==> config.mk <==
export PLATFORM = sky130hd
export DESIGN_NAME = mem_rr_arbiter_flat
export DESIGN_NICKNAME = d
export VERILOG_FILES = /design/src/rtl/mem_rr_arbiter_if.sv /design/src/rtl/mem_rr_arbiter.sv /design/src/flat_wrapper.sv
export SDC_FILE = /design/constraint.sdc
export NUM_CORES = 1
export LEC_CHECK = 0
export BUFFER_PORTS_ARGS = -buffer_cell sky130_fd_sc_hd__buf_2
export CAP_MARGIN = 10
export CORE_AREA = 2 2 102 104
export DETAILED_ROUTE_END_ITERATION = 16
export DIE_AREA = 0 0 104 106
export GPL_TIMING_DRIVEN = 0
export HOLD_SLACK_MARGIN = 0.12
export PLACE_DENSITY_LB_ADDON = 0.12
export SLEW_MARGIN = 20
export SYNTH_ARGS = -nofsm -noshare
export SYNTH_HDL_FRONTEND = slang
export SYNTH_SLANG_ARGS = --single-unit
export TNS_END_PERCENT = 30
==> constraint.sdc <==
create_clock -name clk -period 1.6 [get_ports clk]
set_input_delay 0.24 -clock clk [delete_from_list [all_inputs] [get_ports clk]]
set_output_delay 0.24 -clock clk [all_outputs]
set_load 0.03 [all_outputs]
==> src/rtl/mem_rr_arbiter_if.sv <==
// Requester/RAM bus bundle for mem_rr_arbiter: packed per-requester request and
// response lanes plus the single-port RAM access signals.
interface mem_rr_arbiter_if #(
    parameter int NUM_REQ    = 2,
    parameter int DATA_WIDTH = 32,
    parameter int ADDR_WIDTH = 32,
    parameter int MEM_DEPTH  = 1024
);
    localparam int BE_W   = DATA_WIDTH / 8;
    localparam int MEM_AW = $clog2(MEM_DEPTH);

    logic [NUM_REQ-1:0]            req_valid;
    logic [NUM_REQ-1:0]            req_ready;
    logic [NUM_REQ-1:0]            req_we;
    logic [NUM_REQ*BE_W-1:0]       req_be;
    logic [NUM_REQ*ADDR_WIDTH-1:0] req_addr;
    logic [NUM_REQ*DATA_WIDTH-1:0] req_wdata;
    logic [NUM_REQ-1:0]            rsp_valid;
    logic                          rsp_err;
    logic [DATA_WIDTH-1:0]         rsp_rdata;
    logic                          mem_ready;
    logic                          mem_en;
    logic                          mem_we;
    logic [BE_W-1:0]               mem_be;
    logic [MEM_AW-1:0]             mem_addr;
    logic [DATA_WIDTH-1:0]         mem_wdata;
    logic [DATA_WIDTH-1:0]         mem_rdata;

    // Arbiter side
    modport slave (
        input  req_valid, req_we, req_be, req_addr, req_wdata, mem_ready, mem_rdata,
        output req_ready, rsp_valid, rsp_err, rsp_rdata,
        output mem_en, mem_we, mem_be, mem_addr, mem_wdata
    );

    // Requesters and RAM side
    modport master (
        output req_valid, req_we, req_be, req_addr, req_wdata, mem_ready, mem_rdata,
        input  req_ready, rsp_valid, rsp_err, rsp_rdata,
        input  mem_en, mem_we, mem_be, mem_addr, mem_wdata
    );
endinterface

==> src/rtl/mem_rr_arbiter.sv <==
// Round-robin arbiter sharing one single-port RAM between NUM_REQ requesters,
// with alignment/range checking and a one-cycle response pipeline.
module mem_rr_arbiter #(
    parameter int NUM_REQ    = 2,
    parameter int DATA_WIDTH = 32,
    parameter int ADDR_WIDTH = 32,
    parameter int MEM_DEPTH  = 1024
) (
    input  logic             clk,
    input  logic             rst,
    mem_rr_arbiter_if.slave  bus
);
    localparam int BE_W   = DATA_WIDTH / 8;
    localparam int MEM_AW = $clog2(MEM_DEPTH);
    localparam int PTR_W  = (NUM_REQ > 1) ? $clog2(NUM_REQ) : 1;
    localparam logic [ADDR_WIDTH:0] ADDR_LIMIT = (ADDR_WIDTH + 1)'(MEM_DEPTH * 4);

    logic [BE_W-1:0]       be_arr    [NUM_REQ];
    logic [ADDR_WIDTH-1:0] addr_arr  [NUM_REQ];
    logic [DATA_WIDTH-1:0] wdata_arr [NUM_REQ];

    logic [PTR_W-1:0] ptr_reg;
    logic             rsp_pend_reg;
    logic [PTR_W-1:0] rsp_id_reg;
    logic             rsp_is_err_reg;
    logic             rsp_is_load_reg;

    logic                  grant_any;
    logic [PTR_W-1:0]      grant_id;
    logic                  win_we;
    logic [BE_W-1:0]       win_be;
    logic [ADDR_WIDTH-1:0] win_addr;
    logic [DATA_WIDTH-1:0] win_wdata;
    logic                  win_legal;

    generate
        for (genvar gi = 0; gi < NUM_REQ; gi++) begin : g_lane
            assign be_arr[gi]    = bus.req_be[gi*BE_W +: BE_W];
            assign addr_arr[gi]  = bus.req_addr[gi*ADDR_WIDTH +: ADDR_WIDTH];
            assign wdata_arr[gi] = bus.req_wdata[gi*DATA_WIDTH +: DATA_WIDTH];
            assign bus.rsp_valid[gi] = !rst && rsp_pend_reg && (rsp_id_reg == PTR_W'(gi));
        end
    endgenerate

    // Scan from the farthest candidate back to ptr so the nearest valid one wins.
    always_comb begin
        int               sum;
        logic [PTR_W-1:0] cand;
        grant_any = 1'b0;
        grant_id  = '0;
        sum       = 0;
        cand      = '0;
        if (!rst && bus.mem_ready) begin
            for (int k = NUM_REQ - 1; k >= 0; k--) begin
                sum = int'(ptr_reg) + k;
                if (sum >= NUM_REQ) begin
                    sum = sum - NUM_REQ;
                end
                cand = PTR_W'(sum);
                if (bus.req_valid[cand]) begin
                    grant_any = 1'b1;
                    grant_id  = cand;
                end
            end
        end
    end

    always_comb begin
        bus.req_ready = '0;
        if (grant_any) begin
            bus.req_ready[grant_id] = 1'b1;
        end
    end

    assign win_we    = bus.req_we[grant_id];
    assign win_be    = be_arr[grant_id];
    assign win_addr  = addr_arr[grant_id];
    assign win_wdata = wdata_arr[grant_id];
    assign win_legal = (win_addr[1:0] == 2'b00)
                    && ({1'b0, win_addr} < ADDR_LIMIT)
                    && !(win_we && (win_be == '0));

    // Illegal accesses are accepted and answered but never reach the RAM.
    assign bus.mem_en    = grant_any && win_legal;
    assign bus.mem_we    = bus.mem_en && win_we;
    assign bus.mem_be    = (bus.mem_en && win_we) ? win_be : '0;
    assign bus.mem_addr  = bus.mem_en ? win_addr[MEM_AW+1:2] : '0;
    assign bus.mem_wdata = bus.mem_en ? win_wdata : '0;

    always_ff @(posedge clk) begin
        if (rst) begin
            ptr_reg         <= '0;
            rsp_pend_reg    <= 1'b0;
            rsp_id_reg      <= '0;
            rsp_is_err_reg  <= 1'b0;
            rsp_is_load_reg <= 1'b0;
        end else begin
            rsp_pend_reg <= grant_any;
            if (grant_any) begin
                rsp_id_reg      <= grant_id;
                rsp_is_err_reg  <= !win_legal;
                rsp_is_load_reg <= !win_we;
                ptr_reg         <= (grant_id == PTR_W'(NUM_REQ - 1)) ? '0 : grant_id + PTR_W'(1);
            end
        end
    end

    assign bus.rsp_err   = !rst && rsp_pend_reg && rsp_is_err_reg;
    assign bus.rsp_rdata = (!rst && rsp_pend_reg && !rsp_is_err_reg && rsp_is_load_reg)
                         ? bus.mem_rdata : '0;

endmodule
==> src/flat_wrapper.sv <==
// flat-port wrapper written by rule: the top's interface ports become plain ports
module mem_rr_arbiter_flat 
#(
    parameter int NUM_REQ    = 2,
    parameter int DATA_WIDTH = 32,
    parameter int ADDR_WIDTH = 32,
    parameter int MEM_DEPTH  = 1024
)
  (clk, rst, bus_req_valid, bus_req_we, bus_req_be, bus_req_addr, bus_req_wdata, bus_mem_ready, bus_mem_rdata, bus_req_ready, bus_rsp_valid, bus_rsp_err, bus_rsp_rdata, bus_mem_en, bus_mem_we, bus_mem_be, bus_mem_addr, bus_mem_wdata);
  mem_rr_arbiter_if #(.NUM_REQ(NUM_REQ), .DATA_WIDTH(DATA_WIDTH), .ADDR_WIDTH(ADDR_WIDTH), .MEM_DEPTH(MEM_DEPTH)) bus_i ();
  input  logic clk;
  input  logic rst;
  input wire logic [$bits(bus_i.req_valid)-1:0] bus_req_valid;
  input wire logic [$bits(bus_i.req_we)-1:0] bus_req_we;
  input wire logic [$bits(bus_i.req_be)-1:0] bus_req_be;
  input wire logic [$bits(bus_i.req_addr)-1:0] bus_req_addr;
  input wire logic [$bits(bus_i.req_wdata)-1:0] bus_req_wdata;
  input wire logic [$bits(bus_i.mem_ready)-1:0] bus_mem_ready;
  input wire logic [$bits(bus_i.mem_rdata)-1:0] bus_mem_rdata;
  output wire logic [$bits(bus_i.req_ready)-1:0] bus_req_ready;
  output wire logic [$bits(bus_i.rsp_valid)-1:0] bus_rsp_valid;
  output wire logic [$bits(bus_i.rsp_err)-1:0] bus_rsp_err;
  output wire logic [$bits(bus_i.rsp_rdata)-1:0] bus_rsp_rdata;
  output wire logic [$bits(bus_i.mem_en)-1:0] bus_mem_en;
  output wire logic [$bits(bus_i.mem_we)-1:0] bus_mem_we;
  output wire logic [$bits(bus_i.mem_be)-1:0] bus_mem_be;
  output wire logic [$bits(bus_i.mem_addr)-1:0] bus_mem_addr;
  output wire logic [$bits(bus_i.mem_wdata)-1:0] bus_mem_wdata;
  assign bus_i.req_valid = bus_req_valid;
  assign bus_i.req_we = bus_req_we;
  assign bus_i.req_be = bus_req_be;
  assign bus_i.req_addr = bus_req_addr;
  assign bus_i.req_wdata = bus_req_wdata;
  assign bus_i.mem_ready = bus_mem_ready;
  assign bus_i.mem_rdata = bus_mem_rdata;
  assign bus_req_ready = bus_i.req_ready;
  assign bus_rsp_valid = bus_i.rsp_valid;
  assign bus_rsp_err = bus_i.rsp_err;
  assign bus_rsp_rdata = bus_i.rsp_rdata;
  assign bus_mem_en = bus_i.mem_en;
  assign bus_mem_we = bus_i.mem_we;
  assign bus_mem_be = bus_i.mem_be;
  assign bus_mem_addr = bus_i.mem_addr;
  assign bus_mem_wdata = bus_i.mem_wdata;
  mem_rr_arbiter #(.NUM_REQ(NUM_REQ), .DATA_WIDTH(DATA_WIDTH), .ADDR_WIDTH(ADDR_WIDTH), .MEM_DEPTH(MEM_DEPTH)) u_core (.clk(clk), .rst(rst), .bus(bus_i));
endmodule
==> impl_metrics.ini <==
[clock_tree]
cts-root-buf = clkbuf_8
clock_latency_ns = 0.22
cts_buffers = 3
cts_tree = done
clk_pin_slew_ns = 0.04
htree_levels = 1
clk_path_buf_depth = 2
cts_num_sinks = 5

[global_route]
grt_pass1_wl_um = 12700
grt-ovfl-total = 0
grt_pass1_vias = 2696
grt_max_degree = 11
antenna_found_initial = 0
grtUsageTotal = 0.140

[sta]
finalHoldViolCount = 0
relSlewSlack = 0.711
final-setup-viol-count = 79
timing.fmax_mhz = 480
setup_ws_ns = -0.482
fin_crit_ns = 2.08
max_slew.worst_pin.slew_ns = 0.434
fin_crit_sh = 1.30
fin_hold_ws_ns = 0.336
grt_setup_unrepaired = yes
finalClockSkew_ns = 0.000206
drv_slew = 0

[critical_path]
cp-start-kind = flip-flop
cpMostUsedCell = buf_12
critPathMaxFanout = 10
crit_chain = nand2b_4 > nand3_4 > mux2_4 > o21ai_4 > buf_12 > buf_12 > a21oi_4 > buf_2
crit_path_top_delay_cell = mux2_4
r2r_cells = 7
crit_required_ns = 1.36
cp_num_buf_inv = 3
worst-setup-path-type = reg -> out
path_delay_family = buffers and inverters
worstPathArrival_ns = 1.84
max_stage_delay_ns = 0.36
crit_path_end_kind = primary output
cp.depth = 8

[hold_path]
hold_depth = 2
hold_class = in -> reg

[die]
coreArea_um2 = 10000
die_w_um = 104
row_count = 37
die_area_um2 = 11000
initial_core_util = 0.130
die-height_um = 106
ios = 260

[detailed_routing]
wl_um = 8550
vias = 2697
post_drt_wl_per_cell_um = 13.2
antenna_left = 0
drtIter0Drc = 74
routed_via_density = 4.17
drc = 0
drt_pass1_iterations = 4

[synthesis]
synthCells = 239
ys.warnings.count = 0
synth_seq_area_share = 0.0768
yosys_register_bits = 5
synth_cell_types = 30
synth.avg_cell_area_um2 = 5.45
syn_area_um2 = 1300
syn-num-nets = 414

[power_and_ir_drop]
ir_worst_vdd_v = 0.000174
power.leakage_uw = 0.00196
power_density_nw_per_um2 = 207
total_power_uw = 833

[final_layout]
n_antenna_cell = 0
drive_gt1_frac = 0.710
nets = 687
num-fill-cells = 1057
area.growth.synth_to_final_pct = 209
multi_input_area_um2 = 1730
instances_no_fill = 647
seqCellArea_um2 = 104

[place]
place_ws_ns = -0.574
port_buffers = 259
gp_congestion = 0.745
placed_cells = 634
dp_hpwl_um = 6950

[run_status]
status = finished, violations left
violations = negative setup slack

[run]
drv_cap = 0
## worst paths after layout
| check | startpoint | end | slack (ns) |
|---|---|---|---|
| setup reg to reg | u_core.ptr_reg$_SDFFE_PP0P_ | u_core.rsp_is_load_reg$_SDFFE_PP0P_ | 0.16 |
| setup / recovery | u_core.ptr_reg$_SDFFE_PP0P_ | bus_mem_wdata[8] | -0.48 |
| hold reg to reg | u_core.rsp_is_load_reg$_SDFFE_PP0P_ | u_core.rsp_is_load_reg$_SDFFE_PP0P_ | 0.48 |
| hold / removal | rst | u_core.ptr_reg$_SDFFE_PP0P_ | 0.34 |
## layout make-up
class | count | area share
Sequential cell | 5 | 0.0258
Buffer | 15 | 0.0435
Clock buffer | 4 | 0.0112
Tap cell | 136 | 0.0423
Timing Repair Buffer | 269 | 0.444
Multi-Input combinational cell | 215 | 0.429
Inverter | 3 | 0.00373
## placed cells by master, fill, tap and decap left out, types with 6 or more instances in the layout
cell type,n
buf_2,194
nand2_1,95
buf_6,59
a21oi_4,41
and2_1,26
buf_4,21
and2_4,6
## report_power, final
group	internal, uW	leakage [uW]	switching (uW)
logic	230	0.00190	224
registers	136	0.0000423	7.29
clock network	171	0.0000228	65.4
## worst register-to-register path, delay by kind of cell, from the launching register on
family / cells / cell delay [ns]
compound gates: 1 / 0.07
simple gates: 3 / 0.35
mux: 1 / 0.26
flops: 1 / 0.33
buf+inv: 2 / 0.35
## cells in the mapped netlist (all sizes together)
| cell type | count | area (um^2) |
|---|---|---|
| nor2b | 2 | 15.0 |
| nand3 | 1 | 10.0 |
| nor2 | 4 | 15.0 |
| nor4bb | 1 | 10.0 |
| inv | 3 | 11.3 |
| nand2b | 3 | 18.8 |
| buf | 9 | 67.6 |
| dfxtp | 5 | 100 |
| and3b | 2 | 17.5 |
| and2 | 32 | 200 |
| nand4 | 2 | 12.5 |
| clkbuf | 7 | 26.3 |
| o211ai | 1 | 7.51 |
| nand2 | 95 | 357 |
| and4b | 1 | 10.0 |
| a21oi | 45 | 225 |
| o21a | 2 | 15.0 |
| and3 | 1 | 6.26 |
| o21ai | 4 | 31.3 |
| nor3 | 2 | 21.3 |
| mux2i | 2 | 20.0 |
| nor4 | 12 | 75.1 |
| nor3b | 1 | 7.51 |
| mux2 | 2 | 22.5 |
## metrics by stage
step | area, um^2 | utilization | TNS, ns
floorplan | 1810 | - | -4.85
global placement | 3280 | 0.328 | -34.71
detailed placement | 3280 | 0.328 | -35.97
CTS | 3750 | 0.375 | -26.52
global route | 4030 | 0.403 | -30.34
finish | 4030 | 0.403 | -23.33
## metal layers
metal / share of wire / up-vias / track usage
met4: 0.0089 / 0 / 0.0319
met5: 0 / - / 0
li1: - / 1343 / -
met2: 0.54 / 149 / 0.281
met1: 0.37 / 1199 / 0.154
met3: 0.078 / 6 / 0.0208
## timing repair
action                     in CTS  in global routing
setup endpoints to repair      81                 81
gates cloned                    1                  0
pin swaps                       8                  9
resized for setup              98                103
hold buffers                    0                  0
setup buffers                   6                  3
## logic make-up after synthesis
logic type	share of synthesized area
AO/OA/AOI/OAI	0.214
AND/OR/NAND/NOR	0.596
buffers and inverters	0.0807
multiplexers	0.0327
flip-flops	0.0769
Power figures use the tool's default switching activity.
